[config.mk]
export PLATFORM = sky130hd
export DESIGN_NAME = bit_serializer_flat
export DESIGN_NICKNAME = d
export VERILOG_FILES = /design/src/rtl/bit_serializer_if.sv /design/src/rtl/bit_serializer.sv /design/src/flat_wrapper.sv
export SDC_FILE = /design/constraint.sdc
export NUM_CORES = 1
export LEC_CHECK = 0
export BUFFER_PORTS_ARGS = -buffer_cell sky130_fd_sc_hd__buf_2
export CAP_MARGIN = 20
export CORE_UTILIZATION = 30
export CTS_BUF_LIST = sky130_fd_sc_hd__clkbuf_2
export CTS_CLUSTER_DIAMETER = 50
export DETAILED_ROUTE_END_ITERATION = 10
export SLEW_MARGIN = 20
export SYNTH_ARGS = -nofsm -noshare
export SYNTH_HDL_FRONTEND = slang
export SYNTH_SLANG_ARGS = --single-unit
[constraint.sdc]
create_clock -name clk -period 3.46 [get_ports clk]
set_clock_uncertainty 0.2 [all_clocks]
set_input_delay 0 -clock clk [delete_from_list [all_inputs] [get_ports clk]]
set_output_delay 0 -clock clk [all_outputs]
set_load 0.02 [all_outputs]
[src/rtl/bit_serializer_if.sv]
// Handshake bundle between a word producer, the serializer and the bit-select collector.
//   in_data/in_valid/in_ready : word input handshake
//   ser_bit/ser_idx/ser_valid/ser_ready : per-bit output handshake with position tag
//   done/busy : frame status
// The slave modport is the serializer's view; master is the producer/collector side.
interface bit_serializer_if #(
  parameter int unsigned WIDTH = 8
);
  localparam int unsigned IDX_W = $clog2(WIDTH);

  logic [WIDTH-1:0] in_data;
  logic             in_valid;
  logic             in_ready;
  logic             ser_bit;
  logic [IDX_W-1:0] ser_idx;
  logic             ser_valid;
  logic             ser_ready;
  logic             done;
  logic             busy;

  modport slave (
    input  in_data, in_valid, ser_ready,
    output in_ready, ser_bit, ser_idx, ser_valid, done, busy
  );

  modport master (
    output in_data, in_valid, ser_ready,
    input  in_ready, ser_bit, ser_idx, ser_valid, done, busy
  );
endinterface

[src/rtl/bit_serializer.sv]
// Parallel-to-serial transmitter. Accepts one WIDTH-bit word in IDLE and emits it one bit
// per transfer, tagging each bit with its index so the far-end collector can steer it.
//   clk   : system clock, rising edge
//   reset : asynchronous, active-high
//   bus   : bit_serializer_if.slave (word input, tagged bit output, done/busy status)
// Parameters: WIDTH (>= 2) word width; MSB_FIRST selects emission order.
module bit_serializer #(
  parameter int unsigned WIDTH     = 8,
  parameter bit          MSB_FIRST = 1'b0
) (
  input logic            clk,
  input logic            reset,
  bit_serializer_if.slave bus
);
  localparam int unsigned     IDX_W     = $clog2(WIDTH);
  localparam logic [IDX_W-1:0] FIRST_IDX = MSB_FIRST ? IDX_W'(WIDTH - 1) : '0;
  localparam logic [IDX_W-1:0] LAST_IDX  = MSB_FIRST ? '0 : IDX_W'(WIDTH - 1);

  typedef enum logic [1:0] {
    ST_IDLE  = 2'd0,
    ST_SHIFT = 2'd1,
    ST_DONE  = 2'd2
  } state_t;

  state_t           state;
  logic [WIDTH-1:0] word;
  logic [IDX_W-1:0] idx;
  logic [IDX_W-1:0] idx_nxt;
  logic             in_ready_q;
  logic             ser_valid_q;
  logic             ser_bit_q;
  logic             done_q;
  logic             busy_q;

  // Next position in emission order; only used when idx is not the last position,
  // so it never leaves 0..WIDTH-1.
  always_comb begin
    idx_nxt = idx;
    if (MSB_FIRST) idx_nxt = idx - IDX_W'(1);
    else           idx_nxt = idx + IDX_W'(1);
  end

  // FSM with all outputs registered alongside state.
  always_ff @(posedge clk or posedge reset) begin
    if (reset) begin
      state       <= ST_IDLE;
      word        <= '0;
      idx         <= '0;
      in_ready_q  <= 1'b0;
      ser_valid_q <= 1'b0;
      ser_bit_q   <= 1'b0;
      done_q      <= 1'b0;
      busy_q      <= 1'b0;
    end else begin
      case (state)
        ST_IDLE: begin
          done_q <= 1'b0;
          if (bus.in_valid && in_ready_q) begin
            // ser_ready is irrelevant here: no bit is valid until the next cycle.
            word        <= bus.in_data;
            idx         <= FIRST_IDX;
            ser_bit_q   <= bus.in_data[FIRST_IDX];
            ser_valid_q <= 1'b1;
            in_ready_q  <= 1'b0;
            busy_q      <= 1'b1;
            state       <= ST_SHIFT;
          end else begin
            in_ready_q <= 1'b1;
          end
        end
        ST_SHIFT: begin
          if (bus.ser_ready) begin
            if (idx == LAST_IDX) begin
              ser_valid_q <= 1'b0;
              done_q      <= 1'b1;
              state       <= ST_DONE;
            end else begin
              idx       <= idx_nxt;
              ser_bit_q <= word[idx_nxt];
            end
          end
        end
        ST_DONE: begin
          done_q     <= 1'b0;
          busy_q     <= 1'b0;
          in_ready_q <= 1'b1;
          state      <= ST_IDLE;
        end
        default: begin
          state       <= ST_IDLE;
          ser_valid_q <= 1'b0;
          done_q      <= 1'b0;
          busy_q      <= 1'b0;
          in_ready_q  <= 1'b0;
        end
      endcase
    end
  end

  assign bus.in_ready  = in_ready_q;
  assign bus.ser_valid = ser_valid_q;
  assign bus.ser_bit   = ser_bit_q;
  assign bus.ser_idx   = idx;
  assign bus.done      = done_q;
  assign bus.busy      = busy_q;
endmodule

[src/flat_wrapper.sv]
// flat-port wrapper written by rule: the top's interface ports become plain ports
module bit_serializer_flat 
#(
  parameter int unsigned WIDTH     = 8,
  parameter bit          MSB_FIRST = 1'b0
)
  (clk, reset, bus_in_data, bus_in_valid, bus_ser_ready, bus_in_ready, bus_ser_bit, bus_ser_idx, bus_ser_valid, bus_done, bus_busy);
  bit_serializer_if #(.WIDTH(WIDTH)) bus_i ();
  input logic clk;
  input logic reset;
  input wire logic [$bits(bus_i.in_data)-1:0] bus_in_data;
  input wire logic [$bits(bus_i.in_valid)-1:0] bus_in_valid;
  input wire logic [$bits(bus_i.ser_ready)-1:0] bus_ser_ready;
  output wire logic [$bits(bus_i.in_ready)-1:0] bus_in_ready;
  output wire logic [$bits(bus_i.ser_bit)-1:0] bus_ser_bit;
  output wire logic [$bits(bus_i.ser_idx)-1:0] bus_ser_idx;
  output wire logic [$bits(bus_i.ser_valid)-1:0] bus_ser_valid;
  output wire logic [$bits(bus_i.done)-1:0] bus_done;
  output wire logic [$bits(bus_i.busy)-1:0] bus_busy;
  assign bus_i.in_data = bus_in_data;
  assign bus_i.in_valid = bus_in_valid;
  assign bus_i.ser_ready = bus_ser_ready;
  assign bus_in_ready = bus_i.in_ready;
  assign bus_ser_bit = bus_i.ser_bit;
  assign bus_ser_idx = bus_i.ser_idx;
  assign bus_ser_valid = bus_i.ser_valid;
  assign bus_done = bus_i.done;
  assign bus_busy = bus_i.busy;
  bit_serializer #(.WIDTH(WIDTH), .MSB_FIRST(MSB_FIRST)) u_core (.clk(clk), .reset(reset), .bus(bus_i));
endmodule
==> results.ini <==
[job]
max-cap-violations = 0

[clocking]
cts_buffer_depth = 2
ctsRootBufferMaster = clkbuf_2
clkSinkCount = 18
clk_pin_slew_ns = 0.17
clk_latency_ns = 0.29
post_cts_buffers = 0
postCtsHoldBufs = 13
cts_tree = yes
ctsResizeCount = 0
htreeDepth = 1
cts_inserted_buffers = 3

[critical_path]
crit_buf_inv = 1
slowest_delay_ns = 0.56
critPathMaxFanout = 7
start_kind = register
cp_slowest_cell = dlygate4sd3_1
crit_path_end_kind = register
crit_required_ns = 3.46
crit_family = buffers and inverters
crit_arrival_ns = 2.52
critical_path_class = reg -> reg
worstPathCellList = ha_1 -> mux4_2 -> o211ai_2 -> a31oi_1 -> dlygate4sd3_1

[place]
place_congestion = 0.7651
io_buffers = 19
dp_hpwl_um = 1141
dp.cells = 111

[grt]
grt_pass1_wl_um = 2573
grt_usage_pct = 12.75
gr-total-overflow = 0
grt_pass1_vias = 558
antenna_found_initial = 0
grt_max_degree = 19

[die]
ioPinCount = 20
die_y_um = 54.94
fp.dieArea_mm2 = 0.003018
core_mm2 = 0.002567
num_rows = 18
die_x_um = 54.94
initial_core_util_pct = 32.75

[power]
power_switching_uw = 356.4
cellLeakagePower_uw = 0.0005220
pwr-share-seq_pct = 40.3
peakVddDrop_uv = 399.1
internal-power_uw = 587.7
swShare_pct = 37.75
powerDensity_mw_per_mm2 = 849.7
pwr-share-clk_pct = 9.5
combPwrFrac_pct = 50.2

[cells_and_area]
syn_to_final_growth_pct = 32.14
final_nets = 113
fin_cells = 128
drive_above_1_share_pct = 37.76
n_antenna_cell = 0
num-fill-cells = 270
utilization_pct = 43.27

[sta]
fmax_mhz = 397.9
tns_ns = 0
finalHoldViolations = 0
rsz0062_at_grt = no
period_share_pct = 72.64
post-route-min-period_ns = 2.513
relSlewSlack_pct = 55.62
worstMarginPinSlew_ns = 0.6649
finalMaxSlewViolations = 0
setup_violations = 0

[detailed_routing]
via_count = 602
drc_errors = 0
routed-wl-met2_um = 722
first_iter_violations = 0
wl_met1_um = 717
antenna_left = 0
vias_per_cell = 4.703
wl_per_cell_um = 11.91
wl_met3_um = 73
routed_wl_um = 1525
top_layer_used = met4
dr.pass1.iters = 1

[synthesis]
syn_avg_cell_area_um2 = 13.35
synth_warnings = 0
synth_seq_area_share_pct = 53.57
synth_cell_types = 29
netlist_instances = 63
syn_area_um2 = 840.8
ys_seq_elements = 18
synthesis.nets = 77

[outcome]
status = completed

[worst_hold_path]
min_path_type = in -> async

area by class of cell:
type                    count  area (µm²)  area share, %
flip-flops and latches     18       450.4          40.54
clock buffers               3       15.01          1.351
clock inverters             1       3.754         0.3378
multi-input cells          41       367.9          33.11
repair buffers             32       225.2          20.27
inverters                   3       11.26          1.014
well taps                  30       37.54          3.378
cell families (layout without fill, tap and decap cells):
group / Yosys count / in the layout / share of synthesized area [%]
multiplexers: 10 / 10 / 16.67
AO/OA/AOI/OAI: 13 / 13 / 11.01
AND/OR/NAND/NOR: 16 / 16 / 13.10
adder cells (fa/ha/maj): 2 / 2 / 2.976
buffers and inverters: 4 / 39 / 2.678
flip-flops: 18 / 18 / 53.57
cell usage in the layout, fill, tap and decap left out, types with 2 or more instances in the layout:
master,count
a21oi_1,3
a31oi_1,2
buf_2,19
clkbuf_2,3
dfrtp_1,18
dlygate4sd3_1,13
ha_1,2
inv_1,2
mux2_2,2
mux2_4,5
mux2i_1,2
nand2_1,2
nand3b_1,3
nor2_1,4
metal layers:
metal | global-route usage [%] | vias to the layer above
li1 | - | 298
met1 | 17.21 | 290
met2 | 18.67 | 12
met3 | 3.552 | 2
met4 | 6.250 | 0
met5 | 0 | -
path summary, 6_finish.rpt:
path / from / slack, ns / depth (start not counted) / end
min in group clk: bus_in_data[6] / 0.25 / 3 / u_core.word[6]
hold / removal: reset / 0.11 / 3 / u_core.bus.busy
max in group asynchronous: reset / 2.54 / 3 / u_core.bus.ser_idx[2]
setup reg to reg: u_core.bus.ser_idx[0] / 0.95 / 5 / u_core.bus.ser_bit
hold reg to reg: u_core.bus.busy / 0.31 / 1 / u_core.bus.busy
setup / recovery: u_core.bus.ser_idx[0] / 0.95 / 5 / u_core.bus.ser_bit
cells in the mapped netlist:
library cell / n / area (µm²)
nand2b_2: 1 / 8.760
mux2_4: 5 / 75.07
mux2i_1: 2 / 20.02
o21bai_1: 1 / 7.510
o211ai_2: 1 / 12.51
inv_2: 1 / 3.750
a21oi_1: 3 / 15.01
nor2b_1: 1 / 6.260
nor2_1: 4 / 15.01
ha_1: 2 / 25.02
mux4_2: 1 / 22.52
inv_1: 2 / 7.510
nand2_1: 2 / 7.510
nor3b_4: 1 / 18.77
a21o_1: 1 / 7.510
o21a_1: 1 / 7.510
and2_1: 1 / 6.260
nand3b_1: 3 / 22.52
mux2_2: 2 / 22.52
a22o_2: 1 / 10.01
nand2b_1: 1 / 6.260
a22o_1: 1 / 8.760
dfrtp_1: 18 / 450.4
nand2_2: 1 / 6.260
a31oi_1: 2 / 12.51
o21ai_0: 1 / 5.000
buf_6: 1 / 11.26
o22ai_1: 1 / 6.260
nor3b_2: 1 / 12.51
through the flow:
step	setup slack, ns	total power [µW]	hold WS [ns]	cell area (µm²)
3_3_place_gp	1.564	819.5	-0.06609	962.2
2_1_floorplan	1.491	728.0	-0.2614	840.8
5_1_grt	0.8362	1018	0.1733	1111
3_5_place_dp	1.520	832.2	-0.05902	962.2
4_1_cts	0.9530	955.0	0.1289	1111
6_report	0.9468	944.1	0.1102	1111
sequential cells by signal, indices dropped and copies added, names as in the netlist:
register              cells
u_core.bus.ser_idx        3
u_core.bus.in_ready       1
u_core.bus.done           1
u_core.bus.busy           1
u_core.word               8
u_core.bus.ser_bit        1
u_core.state              2
u_core.bus.ser_valid      1
worst min-delay path: stages:
cell and delay (ns):
dlygate4sd3_1 0.52, buf_2 0.11, inv_1 0.48
power by group through the flow:
stage / registers (µW) / clock network [µW] / logic [µW]
finish: 381 / 89.8 / 473
global route: 395 / 109 / 515
CTS: 382 / 96.0 / 477
detailed placement: 387 / 0 / 445
global placement: 383 / 0 / 436
floorplan: 423 / 0 / 306
Note: power is estimated with default switching activity, not from simulation.
